===== config.mk =====
export PLATFORM = sky130hd
export DESIGN_NAME = ravan_dec_feeder
export DESIGN_NICKNAME = d
export VERILOG_FILES = /design/src/rtl/ravan_dec_feeder.sv
export SDC_FILE = /design/constraint.sdc
export NUM_CORES = 2
export LEC_CHECK = 0
export ABC_AREA = 1
export BUFFER_PORTS_ARGS = -buffer_cell sky130_fd_sc_hd__buf_2
export CELL_PAD_IN_SITES_DETAIL_PLACEMENT = 1
export CELL_PAD_IN_SITES_GLOBAL_PLACEMENT = 1
export CORE_UTILIZATION = 37
export DETAILED_ROUTE_END_ITERATION = 10
export PLACE_DENSITY_LB_ADDON = 0.05
export RECOVER_POWER = 100
export SYNTH_ARGS = -nofsm -noshare
export SYNTH_HDL_FRONTEND = slang
export SYNTH_SLANG_ARGS = --single-unit

===== constraint.sdc =====
create_clock -name clk -period 2.25 [get_ports clk]
set_clock_uncertainty 0.05 [all_clocks]
set_input_delay 0.1125 -clock clk [delete_from_list [all_inputs] [get_ports clk]]
set_output_delay 0.1125 -clock clk [all_outputs]
set_load 0.02 [all_outputs]

===== src/rtl/ravan_dec_feeder.sv =====
// ravan_dec_feeder: key loader, input pair FIFO, credit-gated issue to the
// free-running RAVAN decryption core, CORE_LAT tag delay line and output FIFO.
// Timing: core_data_in/core_real are registered; the matching core_dout is
// sampled CORE_LAT-1 cycles later and pushed into the output FIFO, giving an
// s_valid to m_valid latency of 2+CORE_LAT cycles when all queues are empty.
module ravan_dec_feeder #(
    parameter int IN_DEPTH  = 4,
    parameter int OUT_DEPTH = 4,
    parameter int CORE_LAT  = 2
) (
    input  logic         clk,
    input  logic         rst,
    input  logic         key_wr,
    input  logic [63:0]  key_word,
    input  logic         key_clear,
    output logic         key_loaded,
    input  logic         s_valid,
    output logic         s_ready,
    input  logic [63:0]  s_data,
    input  logic [63:0]  s_ref,
    output logic [511:0] core_key,
    output logic [63:0]  core_data_in,
    output logic [63:0]  core_real,
    input  logic [63:0]  core_dout,
    output logic         m_valid,
    input  logic         m_ready,
    output logic [63:0]  m_data,
    output logic         busy
);
    localparam int IAW = $clog2(IN_DEPTH);
    localparam int OAW = $clog2(OUT_DEPTH);
    localparam int LW  = $clog2(CORE_LAT + 1);
    localparam int CW  = $clog2(OUT_DEPTH + CORE_LAT + 1) + 1;

    typedef enum logic [1:0] {
        ST_LOAD_KEY = 2'd0,
        ST_RUN      = 2'd1,
        ST_DRAIN    = 2'd2
    } state_t;

    state_t         state_q, state_d;
    logic [2:0]     key_cnt_q, key_cnt_d;
    logic [511:0]   core_key_q, core_key_d;
    logic [63:0]    in_data_q [IN_DEPTH];
    logic [63:0]    in_data_d [IN_DEPTH];
    logic [63:0]    in_ref_q [IN_DEPTH];
    logic [63:0]    in_ref_d [IN_DEPTH];
    logic [IAW-1:0] in_wr_q, in_wr_d, in_rd_q, in_rd_d;
    logic [IAW:0]   in_cnt_q, in_cnt_d;
    logic [63:0]    out_mem_q [OUT_DEPTH];
    logic [63:0]    out_mem_d [OUT_DEPTH];
    logic [OAW-1:0] out_wr_q, out_wr_d, out_rd_q, out_rd_d;
    logic [OAW:0]   out_cnt_q, out_cnt_d;
    logic [CORE_LAT-1:0] tag_q, tag_d;
    logic [63:0]    core_data_q, core_data_d, core_real_q, core_real_d;

    logic [LW-1:0]  inflight_s;
    logic [CW-1:0]  credit_sum_s;
    logic           s_ready_s, push_in_s, issue_s, capture_s;
    logic           m_valid_s, pop_out_s, busy_s;

    // Handshake, credit and occupancy decode from the current register state
    always_comb begin
        inflight_s = '0;
        for (int i = 0; i < CORE_LAT; i++) begin
            inflight_s = inflight_s + LW'(tag_q[i]);
        end
        credit_sum_s = CW'(out_cnt_q) + CW'(inflight_s);
        s_ready_s    = (state_q == ST_RUN) && (in_cnt_q != (IAW+1)'(IN_DEPTH));
        push_in_s    = s_valid && s_ready_s;
        issue_s      = (state_q != ST_LOAD_KEY) && (in_cnt_q != '0)
                       && (credit_sum_s < CW'(OUT_DEPTH));
        capture_s    = tag_q[CORE_LAT-1];
        m_valid_s    = (out_cnt_q != '0);
        pop_out_s    = m_valid_s && m_ready;
        busy_s       = (in_cnt_q != '0) || (inflight_s != '0) || m_valid_s;
    end

    // Mode FSM next state plus key word assembly and key zeroing on reload
    always_comb begin
        state_d    = state_q;
        key_cnt_d  = key_cnt_q;
        core_key_d = core_key_q;
        case (state_q)
            ST_LOAD_KEY: begin
                if (key_wr) begin
                    core_key_d[{key_cnt_q, 6'd0} +: 64] = key_word;
                    key_cnt_d = key_cnt_q + 3'd1;
                    if (key_cnt_q == 3'd7) begin
                        state_d = ST_RUN;
                    end else begin
                        state_d = ST_LOAD_KEY;
                    end
                end else begin
                    state_d = ST_LOAD_KEY;
                end
            end
            ST_RUN: begin
                if (key_clear) begin
                    state_d = ST_DRAIN;
                end else begin
                    state_d = ST_RUN;
                end
            end
            ST_DRAIN: begin
                if (!busy_s && !m_valid_s) begin
                    state_d    = ST_LOAD_KEY;
                    core_key_d = '0;
                end else begin
                    state_d = ST_DRAIN;
                end
            end
            default: begin
                state_d = ST_LOAD_KEY;
            end
        endcase
    end

    // Input FIFO, issue register and tag delay line next state
    always_comb begin
        in_data_d = in_data_q;
        in_ref_d  = in_ref_q;
        in_wr_d   = in_wr_q;
        in_rd_d   = in_rd_q;
        if (push_in_s) begin
            in_data_d[in_wr_q] = s_data;
            in_ref_d[in_wr_q]  = s_ref;
            in_wr_d            = in_wr_q + IAW'(1);
        end else begin
            in_wr_d = in_wr_q;
        end
        if (issue_s) begin
            in_rd_d     = in_rd_q + IAW'(1);
            core_data_d = in_data_q[in_rd_q];
            core_real_d = in_ref_q[in_rd_q];
        end else begin
            in_rd_d     = in_rd_q;
            core_data_d = 64'd0;
            core_real_d = 64'd0;
        end
        in_cnt_d = in_cnt_q + (IAW+1)'(push_in_s) - (IAW+1)'(issue_s);
        tag_d    = '0;
        tag_d[0] = issue_s;
        for (int i = 1; i < CORE_LAT; i++) begin
            tag_d[i] = tag_q[i-1];
        end
    end

    // Output FIFO next state: capture on tag exit, pop on consumer accept
    always_comb begin
        out_mem_d = out_mem_q;
        out_wr_d  = out_wr_q;
        out_rd_d  = out_rd_q;
        if (capture_s) begin
            out_mem_d[out_wr_q] = core_dout;
            out_wr_d            = out_wr_q + OAW'(1);
        end else begin
            out_wr_d = out_wr_q;
        end
        if (pop_out_s) begin
            out_rd_d = out_rd_q + OAW'(1);
        end else begin
            out_rd_d = out_rd_q;
        end
        out_cnt_d = out_cnt_q + (OAW+1)'(capture_s) - (OAW+1)'(pop_out_s);
    end

    // State registers with synchronous reset discarding all contents
    always_ff @(posedge clk) begin
        if (rst) begin
            state_q     <= ST_LOAD_KEY;
            key_cnt_q   <= 3'd0;
            core_key_q  <= '0;
            in_wr_q     <= '0;
            in_rd_q     <= '0;
            in_cnt_q    <= '0;
            out_wr_q    <= '0;
            out_rd_q    <= '0;
            out_cnt_q   <= '0;
            tag_q       <= '0;
            core_data_q <= 64'd0;
            core_real_q <= 64'd0;
            for (int i = 0; i < IN_DEPTH; i++) begin
                in_data_q[i] <= 64'd0;
                in_ref_q[i]  <= 64'd0;
            end
            for (int i = 0; i < OUT_DEPTH; i++) begin
                out_mem_q[i] <= 64'd0;
            end
        end else begin
            state_q     <= state_d;
            key_cnt_q   <= key_cnt_d;
            core_key_q  <= core_key_d;
            in_wr_q     <= in_wr_d;
            in_rd_q     <= in_rd_d;
            in_cnt_q    <= in_cnt_d;
            out_wr_q    <= out_wr_d;
            out_rd_q    <= out_rd_d;
            out_cnt_q   <= out_cnt_d;
            tag_q       <= tag_d;
            core_data_q <= core_data_d;
            core_real_q <= core_real_d;
            in_data_q   <= in_data_d;
            in_ref_q    <= in_ref_d;
            out_mem_q   <= out_mem_d;
        end
    end

    assign key_loaded   = (state_q == ST_RUN);
    assign s_ready      = s_ready_s;
    assign core_key     = core_key_q;
    assign core_data_in = core_data_q;
    assign core_real    = core_real_q;
    assign m_valid      = m_valid_s;
    assign m_data       = out_mem_q[out_rd_q];
    assign busy         = busy_s;
endmodule

==> results_dict.tcl <==
set metrics [dict create \
    synth_nets 7733 \
    synth_area_leaders "dfxtp_1, a21oi_1, nand2_1, o21ai_0, nand3_1" \
    fin_area_mm2 0.0717 \
    pin_count 970 \
    synth_common_cells "dfxtp_1, a21oi_1, nand2_1" \
    wl_um 256000 \
    slowest_delay_ns 0.44 \
    coreArea_mm2 0.150 \
    p_sw_share_pct 27.2 \
    finalHoldViolations 0 \
    grt.total_usage_pct 31.9 \
    tightest_slew_ns 1.49 \
    ff2ff_path_depth 11 \
    yosys_warnings 0 \
    cts_buffer_depth 3 \
    pwr-share-comb_pct 13.4 \
    finish.utilization_pct 47.8 \
    start_util_pct 37.4 \
    crit_arrival_ns 2.06 \
    antenna_found_initial 21 \
    vias_per_cell 5.44 \
    p_int_mw 44.6 \
    clock_sinks 1429 \
    power.leakage_nw 24.6 \
    synth_top_area_share_pct 51.0 \
    timing.hold.ws_ns 0.0985 \
    finalCriticalPeriod_ns 2.22 \
    place_ws_ns -0.0575 \
    dr.first_iter.drc_count 3641 \
    setup_ws_ns 0.0259 \
    grt.overflow.total 0 \
    synth-async-reset-ratio_pct 0 \
    power.share.clock_pct 44.9 \
    synthFlopType "dfxtp_1" \
    max-cap-violations 0 \
    cts_tree "yes" \
    holdPathStages 4 \
    status "completed" \
    vdd_drop_max_mv 0.613 \
    cts-buffers-inserted 163 \
    grt_pass1_vias 56000 \
    grt_setup_unrepaired "yes" \
    avgRoutedWirePerCell_um 24.2 \
    worstHoldEndpoint "out_mem_q[96]" \
    yosysTopAreaCell "dfxtp_1" \
    io_buffers 969 \
    crit_fanout 11 \
    postSynthAreaPerCell_um2 7.53 \
    synth_edf_count 0 \
    clk_pin_slew_ns 0.06 \
    clock_latency_ns 0.80 \
    fin_nets 8699 \
    clock.fmax_mhz 450 \
    period_share_pct 98.8 \
    setup-violations-final 0 \
    place_congestion 0.866 \
    syn_area_mm2 0.0561 \
    die-area_mm2 0.153 \
    p_seq_share_pct 41.7 \
    r2r-end "core_key[168]" \
    synth.ff_latch_count 1429 \
    cp_top_family "buffers and inverters" \
    fill_cells 18700 \
    yosysMostFrequentCell "dfxtp_1" \
    min_from "core_dout[32]" \
    path_cells "buf_4, clkbuf_16, nor2_1, o22ai_1, buf_4" \
    crit_path_frequent_cell "buf_4" \
    crit_required_ns 2.09 \
    chipWidth_um 391 \
    path_buf_inv 3 \
    relSlewSlack_pct 0.771 \
    grt_pass1_wl_um 371000 \
    p_total_mw 61.3 \
    grt_max_degree 126 \
    end_kind "output pin" \
    yosys.cell_types.count 29 \
    htreeDepth 4 \
    cp-start-kind "flip-flop" \
    num_rows 142 \
    vias 57500 \
    syn_inst 7448 \
    r2r-start "tag_q[0]" \
    power_switching_mw 16.7 \
    hold_class "input pin to flip-flop" \
    crit_type "flip-flop to output pin" \
    die_h_um 391 \
    drc 0 \
    slew_viol_final 0 \
    drive_above_1_share_pct 10.7 \
    critical-path-slowest-cell "dfxtp_4" \
    detail-route-antenna-nets 0 \
    powerDensity_mw_per_mm2 854 \
    synth-seq-area-share_pct 51.0 \
    area_growth_pct 27.8 \
    place_area_mm2 0.0637 \
    first_pass_iters 5 \
    ff2ff_setup_slack_ns 0.10 \
    hpwlAfterDp_um 167000 \
    root_buffer "clkbuf_16" \
]
## layout by cell type (no fill, tap or decap), types with 261 or more instances in the layout
cell type and n:
nand2_1 1054, o21ai_0 705, dfxtp_1 1425, nor2_1 868
buf_2 281, a21oi_1 1294, clkbuf_1 689, inv_1 343
nand3_1 684, dlygate4sd3_1 261
## worst reg2reg max path, cell delays in order, from the launching register on
cell and delay (ns):
dfxtp_1 0.33, inv_1 0.07, ha_1 0.20, nand3_1 0.11, nor2_2 0.06, nand2_2 0.17, nand2_8 0.14, buf_2 0.21
nand2_2 0.08, buf_8 0.32, nand2_1 0.18, a21oi_1 0.17
## final cells by class
cell class,count,area [µm²],area share (%)
clock inverters,48,607,0.846
well taps,2016,2520,3.52
inverters,355,1360,1.89
diodes,16,40.0,0.0558
flip-flops and latches,1429,28600,39.9
multi-input cells,4999,23700,33.0
clock buffers,247,4890,6.82
repair buffers,1466,10000,14.0
## power by group through the flow
stage	logic (mW)	clock network, mW	registers [mW]
3_3_place_gp	6.53	0	26.1
2_1_floorplan	3.54	0	26.2
3_5_place_dp	6.56	0	26.1
4_1_cts	7.55	28.0	25.5
5_1_grt	8.71	29.0	25.5
6_report	8.20	27.5	25.5
## how the worst max path moves through the flow
stage	cells after the start	start	slack (ns)	endpoint
3_5_place_dp	11	key_cnt_q[0]	-0.06	core_key[302]
2_1_floorplan	12	state_q[0]	0.01	in_cnt_q[2]
4_1_cts	4	out_rd_q[0]	-0.04	m_data[11]
5_1_grt	10	key_cnt_q[0]	-0.07	core_key[60]
3_3_place_gp	11	tag_q[0]	-0.05	in_cnt_q[2]
6_report	5	out_rd_q[0]	0.03	m_data[47]
## metrics by stage
step / TNS [ns] / instances
floorplan: 0 / 7448
global placement: -0.0463 / 9967
detailed placement: -0.513 / 9967
CTS: -0.147 / 10500
global route: -3.57 / 10600
finish: 0 / 10600
## registers in the layout, indices dropped and copies added (netlist names), 3 cells and up
register,flops
in_data_q,256
core_key,512
core_data_in,64
in_cnt_q,3
core_real,64
key_cnt_q,3
out_mem_q,256
out_cnt_q,3
in_ref_q,256
## metal layers
| metal | GRT usage [%] | routed length, µm | vias to the layer above |
|---|---|---|---|
| li1 | - | - | 26900 |
| met4 | 12.5 | 10700 | 12 |
| met2 | 51.2 | 117000 | 1645 |
| met1 | 39.7 | 106000 | 28500 |
| met5 | 0 | 79 | - |
| met3 | 9.57 | 21000 | 460 |
## kinds of logic (layout without fill, tap and decap cells)
family,Yosys count,count (layout),synth area share (%)
AOI/OAI and AO/OA,2269,2269,21.0
xor gates and xnor gates,2,2,0.0312
adders and majority gates,23,23,0.540
buffers and inverters,1021,2116,7.50
DFF,1429,1429,51.0
other,0,16,0
and+or+nand+nor,2704,2705,20.0
## what timing repair did
| item | CTS | global route |
|---|---|---|
| hold buffers | 261 | 0 |
| buffers inserted | 4 | 17 |
| resized for setup | 71 | 140 |
| endpoints found under the hold margin | 1298 | 0 |
| pin swaps | 3 | 18 |
| endpoints found under the setup margin | 86 | 342 |
| gates cloned | 5 | 11 |
(Power assumes the default switching activity.)
